===== src/rtl/line_mem_ctrl_if.sv =====
// rtl/line_mem_ctrl_if.sv - pixel stream, line handshake and host readback bundle for line_mem_ctrl
interface line_mem_ctrl_if #(
  parameter int DW       = 16,
  parameter int MEM_ADDR = 4
);
  logic [DW-1:0]       s_data;
  logic                s_valid;
  logic                s_ready;
  logic                line_valid;
  logic                line_ready;
  logic                host_req;
  logic [MEM_ADDR-1:0] host_addr;
  logic                host_grant;
  logic                host_rvalid;
  logic [DW-1:0]       host_rdata;

  modport master (
    output s_data, s_valid, line_ready, host_req, host_addr,
    input  s_ready, line_valid, host_grant, host_rvalid, host_rdata
  );

  modport slave (
    input  s_data, s_valid, line_ready, host_req, host_addr,
    output s_ready, line_valid, host_grant, host_rvalid, host_rdata
  );
endinterface


===== src/rtl/line_mem_ctrl.sv =====
// rtl/line_mem_ctrl.sv - line memory fill/present sequencer with host readback arbitration
// Optional line counter enabled by defining LINE_CNT_EN.
module line_mem_ctrl #(
  parameter int DW       = 16,
  parameter int MEM_SIZE = 10,
  parameter int MEM_ADDR = 4
`ifdef LINE_CNT_EN
  , parameter int CNT_W  = 16
`endif
) (
  input  logic                clk,
  input  logic                reset,
  input  logic                clr,
  line_mem_ctrl_if.slave      bus,
  output logic [DW-1:0]       mem_data_in,
  output logic [MEM_ADDR-1:0] mem_in_add,
  output logic                mem_wr_en,
  output logic                mem_rd_en,
  output logic                mem_chiprd_en,
  input  logic [DW-1:0]       mem_chip_data
`ifdef LINE_CNT_EN
  , output logic [CNT_W-1:0]  line_cnt
`endif
);

  typedef enum logic {FILL, FULL} state_t;

  localparam logic [MEM_ADDR-1:0] LAST_ADDR = MEM_ADDR'(MEM_SIZE - 1);

  state_t              state, state_nxt;
  logic [MEM_ADDR-1:0] wr_ptr, wr_ptr_nxt;
  logic                last_host, last_host_nxt;
  logic                grant;
  logic                beat;

  always_ff @(posedge clk or negedge reset) begin
    if (!reset) begin
      state     <= FILL;
      wr_ptr    <= '0;
      last_host <= 1'b0;
    end else begin
      state     <= state_nxt;
      wr_ptr    <= wr_ptr_nxt;
      last_host <= last_host_nxt;
    end
  end

  // The host loses only when it won the previous FILL cycle and a pixel is waiting.
  always_comb begin
    state_nxt      = state;
    wr_ptr_nxt     = wr_ptr;
    last_host_nxt  = last_host;
    bus.s_ready    = 1'b0;
    bus.line_valid = 1'b0;
    mem_rd_en      = 1'b0;
    beat           = 1'b0;
    grant          = bus.host_req && !(state == FILL && bus.s_valid && last_host);
    unique case (state)
      FILL: begin
        bus.s_ready   = !grant;
        beat          = bus.s_valid && !grant;
        last_host_nxt = grant;
        if (beat) begin
          if (wr_ptr == LAST_ADDR) begin
            wr_ptr_nxt = '0;
            state_nxt  = FULL;
          end else begin
            wr_ptr_nxt = wr_ptr + 1'b1;
          end
        end
      end
      FULL: begin
        bus.line_valid = 1'b1;
        mem_rd_en      = 1'b1;
        if (bus.line_ready) state_nxt = FILL;
      end
    endcase
    if (clr) begin
      state_nxt     = FILL;
      wr_ptr_nxt    = '0;
      last_host_nxt = 1'b0;
    end
  end

  assign mem_wr_en      = beat;
  assign mem_data_in    = bus.s_data;
  assign mem_chiprd_en  = grant;
  assign mem_in_add     = grant ? bus.host_addr : wr_ptr;
  assign bus.host_grant = grant;

  always_ff @(posedge clk or negedge reset) begin
    if (!reset) begin
      bus.host_rvalid <= 1'b0;
      bus.host_rdata  <= '0;
    end else begin
      bus.host_rvalid <= grant;
      if (grant) bus.host_rdata <= mem_chip_data;
    end
  end

`ifdef LINE_CNT_EN
  always_ff @(posedge clk or negedge reset) begin
    if (!reset) begin
      line_cnt <= '0;
    end else if (bus.line_valid && bus.line_ready) begin
      line_cnt <= line_cnt + 1'b1;
    end
  end
`endif

endmodule

===== src/flat_wrapper.sv =====
// flat-port wrapper written by rule: the top's interface ports become plain ports
module line_mem_ctrl_flat 
#(
  parameter int DW       = 16,
  parameter int MEM_SIZE = 10,
  parameter int MEM_ADDR = 4

)
  (clk, reset, clr, mem_data_in, mem_in_add, mem_wr_en, mem_rd_en, mem_chiprd_en, mem_chip_data, bus_s_data, bus_s_valid, bus_line_ready, bus_host_req, bus_host_addr, bus_s_ready, bus_line_valid, bus_host_grant, bus_host_rvalid, bus_host_rdata);
  line_mem_ctrl_if #(.DW(DW), .MEM_ADDR(MEM_ADDR)) bus_i ();
  input  logic clk;
  input  logic reset;
  input  logic clr;
  output logic [DW-1:0] mem_data_in;
  output logic [MEM_ADDR-1:0] mem_in_add;
  output logic mem_wr_en;
  output logic mem_rd_en;
  output logic mem_chiprd_en;
  input  logic [DW-1:0] mem_chip_data;
  input wire logic [$bits(bus_i.s_data)-1:0] bus_s_data;
  input wire logic [$bits(bus_i.s_valid)-1:0] bus_s_valid;
  input wire logic [$bits(bus_i.line_ready)-1:0] bus_line_ready;
  input wire logic [$bits(bus_i.host_req)-1:0] bus_host_req;
  input wire logic [$bits(bus_i.host_addr)-1:0] bus_host_addr;
  output wire logic [$bits(bus_i.s_ready)-1:0] bus_s_ready;
  output wire logic [$bits(bus_i.line_valid)-1:0] bus_line_valid;
  output wire logic [$bits(bus_i.host_grant)-1:0] bus_host_grant;
  output wire logic [$bits(bus_i.host_rvalid)-1:0] bus_host_rvalid;
  output wire logic [$bits(bus_i.host_rdata)-1:0] bus_host_rdata;
  assign bus_i.s_data = bus_s_data;
  assign bus_i.s_valid = bus_s_valid;
  assign bus_i.line_ready = bus_line_ready;
  assign bus_i.host_req = bus_host_req;
  assign bus_i.host_addr = bus_host_addr;
  assign bus_s_ready = bus_i.s_ready;
  assign bus_line_valid = bus_i.line_valid;
  assign bus_host_grant = bus_i.host_grant;
  assign bus_host_rvalid = bus_i.host_rvalid;
  assign bus_host_rdata = bus_i.host_rdata;
  line_mem_ctrl #(.DW(DW), .MEM_SIZE(MEM_SIZE), .MEM_ADDR(MEM_ADDR)) u_core (.clk(clk), .reset(reset), .clr(clr), .bus(bus_i), .mem_data_in(mem_data_in), .mem_in_add(mem_in_add), .mem_wr_en(mem_wr_en), .mem_rd_en(mem_rd_en), .mem_chiprd_en(mem_chiprd_en), .mem_chip_data(mem_chip_data));
endmodule

===== config.mk =====
export PLATFORM = sky130hd
export DESIGN_NAME = line_mem_ctrl_flat
export DESIGN_NICKNAME = d
export VERILOG_FILES = /design/src/rtl/line_mem_ctrl_if.sv /design/src/rtl/line_mem_ctrl.sv /design/src/flat_wrapper.sv
export SDC_FILE = /design/constraint.sdc
export NUM_CORES = 1
export LEC_CHECK = 0
export CORE_MARGIN = 4
export CORE_UTILIZATION = 30
export DETAILED_ROUTE_END_ITERATION = 8
export PLACE_DENSITY = 0.71
export SYNTH_ARGS = -nofsm -noshare
export SYNTH_HDL_FRONTEND = slang
export SYNTH_SLANG_ARGS = --single-unit
export TNS_END_PERCENT = 10

===== constraint.sdc =====
create_clock -name clk -period 3 [get_ports clk]
set_clock_uncertainty 0.15 [all_clocks]
set_input_delay 0.3 -clock clk [delete_from_list [all_inputs] [get_ports clk]]
set_output_delay 0.3 -clock clk [all_outputs]
set_load 0.02 [all_outputs]

-- Word level (Yosys, flattened, before mapping)
Index checks and enable logic that the tools add are counted.
W data, S select, Z words.
- input port bits: 42
- register bits after elaboration: 23
- logic and storage cells: 32
- bitwise gates (word level): 1
- reductions and logical operators: 8
- mux-type cells: 15
- equality and inequality tests: 2
- add/subtract/negate cells: 1
- operator list (cell ; count):
    $mux W4 ; 5
    $mux W1 ; 9
    $add A4 B1 Y4 const B ; 1
    $eq A4 B4 Y1 const B ; 1
    $logic_and A1 B1 Y1 ; 4
    $logic_not A1 Y1 ; 2
    $ne A2 B2 Y1 const B ; 1
    $pmux W1 S2 ; 1
    $reduce_and A2 Y1 ; 1
    $reduce_bool A2 Y1 ; 1
    $not A1 Y1 ; 1

-- Depth between registers and ports, before layout
- depth in word-level cells: 10
- gate-level depth with buffers: 6
- depth with buffers taken out: 5

-- Least setup slack after synthesis
No wires, ideal clock.
- path kind: reg2out
- start point: register u_core.state
- end point: output port mem_in_add[3]
- data required time: 2.550 ns
- arrival time: 1.562 ns
- path slack: 0.988 ns
- cell stages (with the launch flop): 7
- cell sequence: dfrtp_1 -> nand2b_4 -> buf_6 -> o21ai_2 -> buf_4 -> inv_2 -> mux2_1
- cells in the longest elaborated chain, start to end: 6
- RTL lines (item ; line ; source):
    start: declaration ; line_mem_ctrl.sv:30 ; state_t state, state_nxt;
    start signal: assignment ; line_mem_ctrl.sv:42 ; state <= state_nxt;
    $not A1 Y1 ; line_mem_ctrl.sv:57 ; grant = bus.host_req && !(state == FILL && bus.s_valid && last_host);
    $logic_and A1 B1 Y1 (2 in series) ; line_mem_ctrl.sv:57 ;
    $logic_not A1 Y1 ; line_mem_ctrl.sv:57 ;
    $logic_and A1 B1 Y1 ; line_mem_ctrl.sv:57 ;
    named net bus_host_grant ; flat_wrapper.sv:27 ; output wire logic [$bits(bus_i.host_grant)-1:0] bus_host_grant;
    $mux W4 ; line_mem_ctrl.sv:88 ; assign mem_in_add = grant ? bus.host_addr : wr_ptr;
    end: declaration ; flat_wrapper.sv:15 ; output logic [MEM_ADDR-1:0] mem_in_add;
The timed path passes the listed nets, and every way through them passes these cells.

-- Worst setup path after layout
- start point: input port bus_s_valid
- end point: output port mem_in_add[3]
- cells in the longest elaborated chain, start to end: 5
- RTL lines (item ; line ; source):
    start: declaration ; flat_wrapper.sv:21 ; input wire logic [$bits(bus_i.s_valid)-1:0] bus_s_valid;
    $logic_and A1 B1 Y1 (2 in series) ; line_mem_ctrl.sv:57 ;
    $logic_not A1 Y1 ; line_mem_ctrl.sv:57 ;
    $logic_and A1 B1 Y1 ; line_mem_ctrl.sv:57 ;
    $mux W4 ; line_mem_ctrl.sv:88 ;
No other way between the ends.

==> flow_metrics.tcl <==
set metrics [dict create \
    tritoncts "done" \
    seq_area_um2 576 \
    grtUsageTotal_pct 10.4 \
    crit_arrival_ps 2200 \
    ys_types 28 \
    antenna_found_initial 0 \
    final.period_utilization_pct 88.3 \
    yosysTopAreaCell "dfrtp_1" \
    cp.required_ps 2550 \
    drt-initial-drc-count 55 \
    numPortBuffers 52 \
    ir_drop_v 0.000311 \
    hold_buffers 0 \
    synth_fp_nets 145 \
    async_flop_share_pct 100 \
    dieHeight_um 71.2 \
    dp_hpwl_um 2060 \
    crit_slowest_cell "clkdlybuf4s50_1" \
    max_stage_delay_ps 540 \
    p_per_area_mw_per_mm2 452 \
    numCtsBuffers 3 \
    grt_max_degree 24 \
    wl_um 2630 \
    finalHoldViolCount 0 \
    combPwrFrac_pct 28.8 \
    synth_flop_cell "dfrtp_1" \
    path_common_cell "clkdlybuf4s50_1" \
    placedCellCount 182 \
    avgRoutedWirePerCell_um 14.2 \
    ctsLongestPathBuffers 2 \
    grt_pass1_wl_um 4270 \
    gp_congestion 0.919 \
    initial_core_util_pct 31.8 \
    slew_headroom_pct 33.2 \
    fp-row-count 22 \
    clock_latency_ps 250 \
    fin_crit_ps 2650 \
    synth_common_cells "dfrtp_1, buf_4, mux2_2" \
    swShare_pct 27.0 \
    avgSynthCellArea_um2 11.9 \
    status "complete, no violations" \
    netlist_area_mm2 0.00120 \
    post_cts_buffers 0 \
    die_width_um 71.2 \
    yosys-top-cells-area "dfrtp_1, mux2_2, buf_4, a21oi_1, ha_1" \
    setup_violations 0 \
    syn_to_final_growth_pct 40.3 \
    crit_fanout 9 \
    yosysTopAreaCellShare_pct 48.1 \
    yosysWarnings 0 \
    path_class "in -> out" \
    grt-ovfl-total 0 \
    fill_cells 328 \
    firstDrtPassIters 4 \
    multi_input_area_um2 444 \
    ant_nets 0 \
    ys_ff_latch 23 \
    maxSlewViolCount 0 \
    viasPerCell 4.82 \
    power_frac_seq_pct 46.9 \
    cts_sinks 23 \
    drc 0 \
    first_global_vias 937 \
    cts_resized 0 \
    drv_cap 0 \
    pwr-share-clk_pct 24.2 \
    critPathLaunchType "input pin" \
    num_vias 897 \
    synth_edf_count 0 \
    max_freq_ghz 0.377 \
    p_sw_uw 205 \
    cts-root-buf "clkbuf_8" \
    layout.nets 183 \
    clk_pin_slew_ps 80 \
    drive_gt1_share_pct 21.7 \
    fin_cells 186 \
    htreeDepth 1 \
    fin_tns_setup_ps 0 \
    yosys.cell_count.top_type "dfrtp_1" \
    dieArea_mm2 0.00507 \
    io_pins 85 \
    core_area_mm2 0.00377 \
    tightest_slew_ps 999 \
    syn_inst 101 \
    fin_hold_ws_ps 362 \
    p_int_uw 554 \
    leakagePower_nw 0.668 \
    crit_chain "clkdlybuf4s50_1, nand2b_4, o21ai_2, inv_2, mux2_1, clkdlybuf4s50_1" \
    hp-class "reg -> reg" \
    rsz0062_at_grt "false" \
    ys_seq_area_share_pct 48.1 \
    n_antenna_cell 0 \
    endpoint_kind "primary output" \
]
## path summary, 6_finish.rpt
kind	to	from	slack, ps	depth (start not counted)
min in group asynchronous	u_core.wr_ptr[0]$_DFFE_PN0P_	reset	440	1
hold reg to reg	u_core.bus.host_rdata[9]$_DFFE_PN0N_	u_core.bus.host_rdata[9]$_DFFE_PN0N_	360	1
setup / recovery	mem_in_add[3]	bus_s_valid	350	6
max in group asynchronous	u_core.bus.host_rdata[5]$_DFFE_PN0N_	reset	1660	1
hold / removal	u_core.bus.host_rdata[9]$_DFFE_PN0N_	u_core.bus.host_rdata[9]$_DFFE_PN0N_	360	1
setup reg to reg	u_core.bus.host_rdata[8]$_DFFE_PN0N_	u_core.state$_DFF_PN0_	1160	4
## flip-flops by register name (all words and copies together) (netlist names)
register,cells
u_core.bus.host_rdata,16
u_core.state,1
u_core.bus.host_rvalid,1
u_core.wr_ptr,4
u_core.last_host,1
## layout make-up
| cell class | instances | share of cell area, % |
|---|---|---|
| Sequential cell | 23 | 34.3 |
| Timing Repair Buffer | 54 | 31.9 |
| Multi-Input combinational cell | 52 | 26.4 |
| Tap cell | 48 | 3.57 |
| Clock buffer | 3 | 2.46 |
| Inverter | 5 | 1.12 |
| Clock inverter | 1 | 0.298 |
## metal layers
metal | vias up | part of all wire (%) | track usage (%)
li1 | 406 | - | -
met1 | 418 | 40 | 11.7
met2 | 63 | 49 | 18.3
met3 | 10 | 8.5 | 3.13
met4 | 0 | 2.2 | 3.97
met5 | - | 0 | 0
## layout by cell type, fill, tap and decap left out, drive strengths merged
master         instances
buf                    2
nor2b                  2
nand2b                 2
nand3                  1
ha                     2
clkbuf                 3
inv                    5
a31oi                  1
nand4                  1
dfrtp                 23
and2b                  1
nand4b                 2
nand2                  2
or2b                   1
or4                    1
o211ai                 1
a21oi                  5
clkinv                 1
nor2                   3
clkdlybuf4s50         52
o32ai                  1
mux2                  20
nand3b                 1
o31ai                  2
o21ai                  3
## power by group through the flow
stage	combinational [mW]	clock [mW]	sequential [mW]
floorplan	0.0976	0	0.395
global placement	0.217	0	0.360
detailed placement	0.222	0	0.363
CTS	0.223	0.197	0.357
global route	0.233	0.210	0.360
finish	0.219	0.184	0.356
## cell families (layout without fill, tap and decap cells)
kind of cell,after synthesis,count (layout),synth area share (%)
AO/OA/AOI/OAI,13,13,6.79
adder cells (fa/ha/maj),2,2,2.09
buffers and inverters,26,63,14.8
flip-flops,23,23,48.1
multiplexers,20,20,18.8
AND/OR/NAND/NOR,17,17,9.41
## through the flow
step / util, % / cell area (µm²) / power [mW] / setup WS, ps
after global routing: 44.6 / 1680 / 0.803 / 237
final: 44.6 / 1680 / 0.759 / 350
after floorplan: - / 1200 / 0.493 / 988
after CTS: 44.6 / 1680 / 0.776 / 309
after detailed placement: 43.3 / 1630 / 0.584 / 330
after global placement: 43.3 / 1630 / 0.577 / 392
## worst max-delay path, delay by kind of cell
| family | cells | cell delay, ps |
|---|---|---|
| buffers and inverters | 3 | 1170 |
| multiplexers | 1 | 330 |
| AO/OA/AOI/OAI | 1 | 290 |
| AND/OR/NAND/NOR | 1 | 110 |
No activity file was read; power rests on OpenSTA's default activity.
